File: src/rtl/cpu_pipe_pkg.sv
// -----------------------------------------------------------------------------
// cpu_pipe_pkg
//
// Shared definitions for the CPU pipeline boundary registers.
//   - Field widths of the ID/EX control bundle (WB, Mem, EX groups) and the
//     resulting ID/EX control and data widths used as pipe_stage_reg defaults.
//   - idex_ctrl_t: packed view of the ID/EX control bundle, MSB group first.
//   - count_entries(): occupancy of a two-entry stage from its valid bits.
// -----------------------------------------------------------------------------
package cpu_pipe_pkg;

    // Control bundle groups carried across ID/EX.
    localparam int WB_W  = 2;   // RegWrite, MemToReg
    localparam int MEM_W = 2;   // MemRead, MemWrite
    localparam int EX_W  = 7;   // ALUSrc, ALUOp, etc.

    localparam int IDEX_CTRL_W = WB_W + MEM_W + EX_W;

    // Payload: PC (32) + Imm (32) + rs1 data (32) + rs2 data (32)
    //          + rd/rs1/rs2 addresses and spare tag bits (47).
    localparam int IDEX_DATA_W = 175;

    // Width of the occupancy count (0..2).
    localparam int OCC_W = 2;

    typedef struct packed {
        logic [WB_W-1:0]  wb;
        logic [MEM_W-1:0] mem;
        logic [EX_W-1:0]  ex;
    } idex_ctrl_t;

    // Number of valid entries held by a main + skid pair.
    function automatic logic [OCC_W-1:0] count_entries(input logic main_v,
                                                       input logic skid_v);
        return {1'b0, main_v} + {1'b0, skid_v};
    endfunction

endpackage : cpu_pipe_pkg

File: src/rtl/pipe_entry.sv
// -----------------------------------------------------------------------------
// pipe_entry
//
// One storage slot of a pipeline stage: valid bit, control bundle and payload.
//
// Ports:
//   clk      in   clock, rising edge
//   Reset    in   synchronous active-low reset; clears valid, ctrl and data
//   load     in   capture in_ctrl/in_data and mark the entry valid
//   clear    in   invalidate the entry and zero its ctrl (wins over load)
//   in_ctrl  in   control bundle to capture
//   in_data  in   payload to capture
//   valid    out  entry holds a bundle
//   ctrl     out  stored control, forced to 0 while the entry is invalid
//   data     out  stored payload (may be stale while invalid)
// -----------------------------------------------------------------------------
module pipe_entry #(
    parameter int CTRL_W = 11,
    parameter int DATA_W = 175
) (
    input  logic              clk,
    input  logic              Reset,
    input  logic              load,
    input  logic              clear,
    input  logic [CTRL_W-1:0] in_ctrl,
    input  logic [DATA_W-1:0] in_data,
    output logic              valid,
    output logic [CTRL_W-1:0] ctrl,
    output logic [DATA_W-1:0] data
);

    logic              valid_q;
    logic [CTRL_W-1:0] ctrl_q;
    logic [DATA_W-1:0] data_q;

    // NOTE: non-blocking assignments in clocked blocks so every register
    // samples the pre-edge value of its inputs, independent of statement order.
    always_ff @(posedge clk) begin
        if (!Reset) begin
            valid_q <= 1'b0;
            ctrl_q  <= '0;
            // NOTE: the payload register is reset too, because downstream
            // expects out_data = 0 straight after reset, not just a bubble.
            data_q  <= '0;
        end else if (clear) begin
            // The payload is left as-is on clear; only valid/ctrl matter
            // for a bubble.
            valid_q <= 1'b0;
            ctrl_q  <= '0;
        end else if (load) begin
            valid_q <= 1'b1;
            ctrl_q  <= in_ctrl;
            data_q  <= in_data;
        end
    end

    // An invalid slot must never leak RegWrite/MemWrite downstream, even if
    // the ctrl register were somehow left non-zero.
    assign valid = valid_q;
    assign ctrl  = valid_q ? ctrl_q : '0;
    assign data  = data_q;

endmodule : pipe_entry

File: src/rtl/pipe_stage_reg.sv
// -----------------------------------------------------------------------------
// pipe_stage_reg
//
// Parametrised pipeline boundary register with valid/ready handshake,
// back-pressure (stall) and flush (bubble insertion). With SKID = 1 a second
// entry absorbs the bundle that arrives while the main entry is stalled, so
// in_ready can come straight from a flop and throughput stays at one bundle
// per cycle. With SKID = 0 a single entry is used and in_ready is
// combinational from out_ready.
//
// Ports:
//   clk        in   clock, rising edge
//   Reset      in   synchronous active-low reset
//   in_valid   in   upstream offers a bundle
//   in_ready   out  stage accepts this cycle
//   in_ctrl    in   upstream control bundle
//   in_data    in   upstream payload
//   flush      in   drop every held and incoming bundle this cycle
//   out_valid  out  out_ctrl/out_data carry a bundle
//   out_ready  in   downstream accepts; low = stall
//   out_ctrl   out  control to downstream, 0 while out_valid = 0
//   out_data   out  payload to downstream
//   occupancy  out  number of valid entries (0..2)
// -----------------------------------------------------------------------------
module pipe_stage_reg
    import cpu_pipe_pkg::*;
#(
    parameter int CTRL_W = IDEX_CTRL_W,
    parameter int DATA_W = IDEX_DATA_W,
    parameter bit SKID   = 1'b1
) (
    input  logic              clk,
    input  logic              Reset,
    input  logic              in_valid,
    output logic              in_ready,
    input  logic [CTRL_W-1:0] in_ctrl,
    input  logic [DATA_W-1:0] in_data,
    input  logic              flush,
    output logic              out_valid,
    input  logic              out_ready,
    output logic [CTRL_W-1:0] out_ctrl,
    output logic [DATA_W-1:0] out_data,
    output logic [OCC_W-1:0]  occupancy
);

    // Main entry (drives the outputs).
    logic              main_valid;
    logic [CTRL_W-1:0] main_ctrl;
    logic [DATA_W-1:0] main_data;
    logic              main_load;
    logic              main_clear;
    logic              main_from_skid;
    logic [CTRL_W-1:0] main_load_ctrl;
    logic [DATA_W-1:0] main_load_data;

    // Skid entry (only populated when SKID = 1).
    logic              skid_valid;
    logic [CTRL_W-1:0] skid_ctrl;
    logic [DATA_W-1:0] skid_data;
    logic              skid_load;
    logic              skid_clear;

    logic accept;
    logic consume;

    // A bundle offered during a flush is dropped even when in_ready is high.
    assign accept  = in_valid & in_ready & ~flush;
    assign consume = main_valid & out_ready;

    // -------------------------------------------------------------------------
    // Entry control
    // -------------------------------------------------------------------------
    always_comb begin
        // NOTE: every output of this block gets a default first, so no path
        // through the branches below can infer a latch.
        main_load      = 1'b0;
        main_clear     = flush;
        main_from_skid = 1'b0;
        skid_load      = 1'b0;
        skid_clear     = flush;

        if (!flush) begin
            if (!main_valid || consume) begin
                // Main is free at this edge: refill from skid first (keeps
                // order), otherwise from upstream, otherwise go empty.
                if (skid_valid) begin
                    main_load      = 1'b1;
                    main_from_skid = 1'b1;
                    skid_clear     = 1'b1;
                end else if (accept) begin
                    main_load = 1'b1;
                end else begin
                    main_clear = 1'b1;
                end
            end else if (accept) begin
                // Main is stalled: the new bundle parks in the skid entry.
                // Only reachable with SKID = 1; with SKID = 0 in_ready is low.
                skid_load = 1'b1;
            end
        end
    end

    assign main_load_ctrl = main_from_skid ? skid_ctrl : in_ctrl;
    assign main_load_data = main_from_skid ? skid_data : in_data;

    pipe_entry #(
        .CTRL_W (CTRL_W),
        .DATA_W (DATA_W)
    ) u_main (
        .clk     (clk),
        .Reset   (Reset),
        .load    (main_load),
        .clear   (main_clear),
        .in_ctrl (main_load_ctrl),
        .in_data (main_load_data),
        .valid   (main_valid),
        .ctrl    (main_ctrl),
        .data    (main_data)
    );

    // -------------------------------------------------------------------------
    // Skid entry and ready generation
    // -------------------------------------------------------------------------
    generate
        if (SKID) begin : g_skid
            pipe_entry #(
                .CTRL_W (CTRL_W),
                .DATA_W (DATA_W)
            ) u_skid (
                .clk     (clk),
                .Reset   (Reset),
                .load    (skid_load),
                .clear   (skid_clear),
                .in_ctrl (in_ctrl),
                .in_data (in_data),
                .valid   (skid_valid),
                .ctrl    (skid_ctrl),
                .data    (skid_data)
            );

            // Straight from a flop: no combinational path from out_ready.
            assign in_ready = ~skid_valid;
        end else begin : g_no_skid
            assign skid_valid = 1'b0;
            assign skid_ctrl  = '0;
            assign skid_data  = '0;

            // Single entry: accept when empty or when the current bundle
            // leaves this cycle.
            assign in_ready = ~main_valid | out_ready;
        end
    endgenerate

    // -------------------------------------------------------------------------
    // Outputs
    // -------------------------------------------------------------------------
    assign out_valid = main_valid;
    assign out_ctrl  = main_ctrl;
    assign out_data  = main_data;
    assign occupancy = count_entries(main_valid, skid_valid);

endmodule : pipe_stage_reg

File: config.mk
export PLATFORM = sky130hd
export DESIGN_NAME = pipe_stage_reg
export DESIGN_NICKNAME = d
export VERILOG_FILES = /design/src/rtl/cpu_pipe_pkg.sv /design/src/rtl/pipe_entry.sv /design/src/rtl/pipe_stage_reg.sv
export SDC_FILE = /design/constraint.sdc
export NUM_CORES = 1
export LEC_CHECK = 0
export ABC_CLOCK_PERIOD_IN_PS = 3500
export CAP_MARGIN = 25
export CORE_AREA = 2 2 233 235
export DETAILED_ROUTE_END_ITERATION = 8
export DIE_AREA = 0 0 235 237
export GPL_ROUTABILITY_DRIVEN = 0
export HOLD_SLACK_MARGIN = 0.03
export PLACE_DENSITY = 0.56
export SYNTH_ARGS = -nofsm -noshare
export SYNTH_HDL_FRONTEND = slang
export SYNTH_SLANG_ARGS = --single-unit
File: constraint.sdc
create_clock -name clk -period 3.5 [get_ports clk]
set_input_delay 1.05 -clock clk [delete_from_list [all_inputs] [get_ports clk]]
set_output_delay 1.05 -clock clk [all_outputs]
set_load 0.02 [all_outputs]
==> run_results.csv <==
group,metric,value,unit
worst_setup_path,critPathTopFamily,"flip-flops",
timing,max_freq,307,MHz
routing,vias_per_cell,5.44,
routing,drt_iter0_markers,1012,
clock_tree,numCtsBuffers,45,
grt,grt_first_pass_wirelength,83400,um
floorplanning,chipWidth,235,um
routing,wl,53900,um
worst_setup_path,critical_path_class,"reg2out",
routing,first_pass_iters,7,
timing,tightest_slew,1090,ps
timing,relSlewSlack,27.0,%
power_and_ir_drop,p_int,7.94,mW
synth,synth_edf_count,0,
power_and_ir_drop,pwr-share-seq,43.0,%
synth,ys_ff_latch,374,
finish,layout-drive-gt1-share,5.28,%
power_and_ir_drop,pwr-share-clk,41.7,%
worst_setup_path,worst_setup_path_start_kind,"flop",
synth,synth_top_area_share,47.4,%
timing,period_share,93.2,%
outcome,outcome,"finished, final reports clean",
clock_tree,clk_pin_slew_worst_paths,60,ps
timing,slew_violations,0,
synth,syn_inst,1742,
synth,syn-cell-area,0.0158,sq mm
worst_setup_path,worstPathRequired,2450,ps
grt,grt.total_usage,18.5,%
worst_hold_path,hold_path_class,"reg2reg",
clock_tree,cts.sinks,374,
power_and_ir_drop,net-switching-power,2.83,mW
routing,vias,14700,
power_and_ir_drop,power.density,501,mW/mm^2
power_and_ir_drop,ir_worst_vdd,318,uV
worst_setup_path,cp-end-kind,"output pin",
worst_setup_path,cp_max_fo,18,
floorplanning,fp-row-count,85,
synth,synth_cell_types,28,
routing,ant_nets,0,
synth,ys_seq_area_share,47.4,%
clock_tree,clock_latency,570,ps
power_and_ir_drop,leakage,6.95,nW
finish,design_area,0.0215,sq mm
grt,antenna_found_initial,11,
grt,grt_max_degree,203,
timing,rsz0062_at_grt,"no",
clock_tree,h-tree-depth,2,
synth,yosys.area.top_type,"dfxtp_1",
synth,syn_nets,1934,
worst_setup_path,cp.buffers_inverters,1,
job,drv_cap,0,
timing,fin_skew,23.1,ps
power_and_ir_drop,p_sw_share,26.3,%
worst_setup_path,worstPathCellList,"and2_1 -> clkdlybuf4s50_1",
synth,synth_area_leaders,"dfxtp_1 47%, a2bb2oi_1 10%, o311ai_0 9.6%, nand2b_1 7.0%, nand4_1 6.9%",
finish,area_growth,35.9,%
synth,ys_top_cells_by_count,"374 x dfxtp_1, 186 x a2bb2oi_1, 176 x nand2b_1, 175 x nand2_1, 175 x nand4_1",
routing,route.detailed.drc,0,
floorplanning,coreArea,0.0533,sq mm
clock_tree,cts_buffer_depth,3,
floorplanning,die-area,0.0557,sq mm
floorplanning,io_pins,381,
synth,yosysMostFrequentCell,"dfxtp_1",
placement,io_buffers,380,
synth,yosys_warnings,0,
power_and_ir_drop,total_power,10.8,mW
timing,finalSetupTns,0,ps
worst_setup_path,slowest_stage,"dfxtp_1",
floorplanning,fp.dieH,237,um
placement,place_area,0.0200,sq mm
finish,fin_nets,2166,
synth,synth-adder-area-share,0.0792,%
worst_setup_path,cp_data_arrival_time,2210,ps
grt,grt_pass1_vias,14200,
synth,synth-compound-area-share,27.0,%
synth,synthArstFlopShare,0,%
worst_setup_path,slowest_delay,750,ps
clock_tree,cts_tree,"done",
clock_tree,root_buffer,"clkbuf_16",
synth,synth.area.mux_share,0,%
routing,post_drt_wl_per_cell,19.9,um
timing,min_period,3260,ps
synth,synth_top_family_by_area,"compound AO/OA/AOI/OAI gates",
grt,grt-ovfl-total,0,
placement,place_hpwl,31900,um
synth,avgSynthCellArea,9.07,sq um
synth,synthSimpleGateAreaFrac,19.7,%
synth,synth-xor-area-share,0,%
clock_tree,cts_resized,0,
power_and_ir_drop,p_comb_share,15.2,%
clock_tree,cts_hold_buf,0,
floorplanning,start_util,29.7,%
synth,synth-main-ff-cell,"dfxtp_1",
timing,hold_violations,0,
timing,setup_viol,0,
clock_tree,post_cts_buffers,0,
metal layers:
layer / GRT usage, % / up-vias / part of all wire (%)
met5: 0 / - / 0.10
met4: 8.04 / 8 / 3.4
met3: 4.45 / 109 / 6.7
met2: 29.2 / 432 / 46
met1: 24.0 / 7119 / 43
li1: - / 7072 / -
registers in the layout, summed over array words and instances, names as in the netlist:
register and cells:
u_main.valid 1, u_main.data 175, g_skid.u_skid.valid 1, g_skid.u_skid.data 175, u_main.ctrl_q 11, g_skid.u_skid.ctrl_q 11
final cells by class:
class / instances / area, sq um
antenna: 7 / 17.5
clock buffer: 65 / 1290
clock inverter: 15 / 115
fill: 5195 / 31800
inverter: 2 / 10.0
multi-input combinational: 1143 / 7400
sequential: 374 / 7490
tap: 696 / 871
timing repair buffer: 408 / 4270
kinds of logic (layout without fill, tap and decap cells):
| group | Yosys count | in the layout |
|---|---|---|
| compound gates | 572 | 572 |
| simple gates | 570 | 570 |
| flops | 374 | 374 |
| buf+inv | 225 | 490 |
| fa+ha+maj | 1 | 1 |
| other cells | 0 | 7 |
worst register-to-register path, stage by stage (launching register included):
cell,delay (ps)
dfxtp_4,680
buf_4,550
buf_4,630
o311ai_0,370
a2bb2oi_1,200
power by group through the flow:
| stage | Combinational [mW] | Sequential (mW) | Clock (mW) |
|---|---|---|---|
| floorplan | 0.543 | 4.93 | 0 |
| global placement | 1.63 | 4.72 | 0 |
| detailed placement | 1.64 | 4.72 | 0 |
| CTS | 1.64 | 4.64 | 4.65 |
| global route | 1.73 | 4.66 | 4.82 |
| finish | 1.64 | 4.63 | 4.49 |
placed cells by master, fill, tap and decap left out, types with 2 or more instances in the layout:
cell type and count:
buf_4 8, clkbuf_1 11, nand2b_1 176, a2bb2oi_1 186, o21ai_1 24, nand2_1 175
and2_1 12, a21oi_1 12, clkdlybuf4s50_1 378, o21ai_0 162, clkbuf_8 9, dfxtp_1 373
clkbuf_16 45, inv_6 4, buf_12 20, a22o_1 11, nand4_1 175, nor2_1 14
o311ai_0 174, nor3_1 2, diode_2 7, clkinv_2 10, nand3_1 11
final timing paths:
check / end / startpoint / slack, ps / depth (start not counted)
min: g_skid.u_skid.data[122] / g_skid.u_skid.data[122] / 440 / 2
max reg2reg: u_main.data[78] / g_skid.u_skid.valid / 980 / 4
min reg2reg: g_skid.u_skid.data[122] / g_skid.u_skid.data[122] / 440 / 2
max: out_ctrl[10] / u_main.valid / 240 / 2
per-stage QoR:
step / std cells / hold WS, ps / utilization, % / setup slack [ps]
final: 2710 / 442 / 40.3 / 239
after global routing: 2708 / 463 / 40.3 / 75.7
after CTS: 2702 / 444 / 40.2 / 72.2
after detailed placement: 2622 / 435 / 37.6 / 432
after global placement: 2622 / 430 / 37.6 / 468
after floorplan: 1742 / 423 / - / 1280
Note: power is estimated with default switching activity, not from simulation.
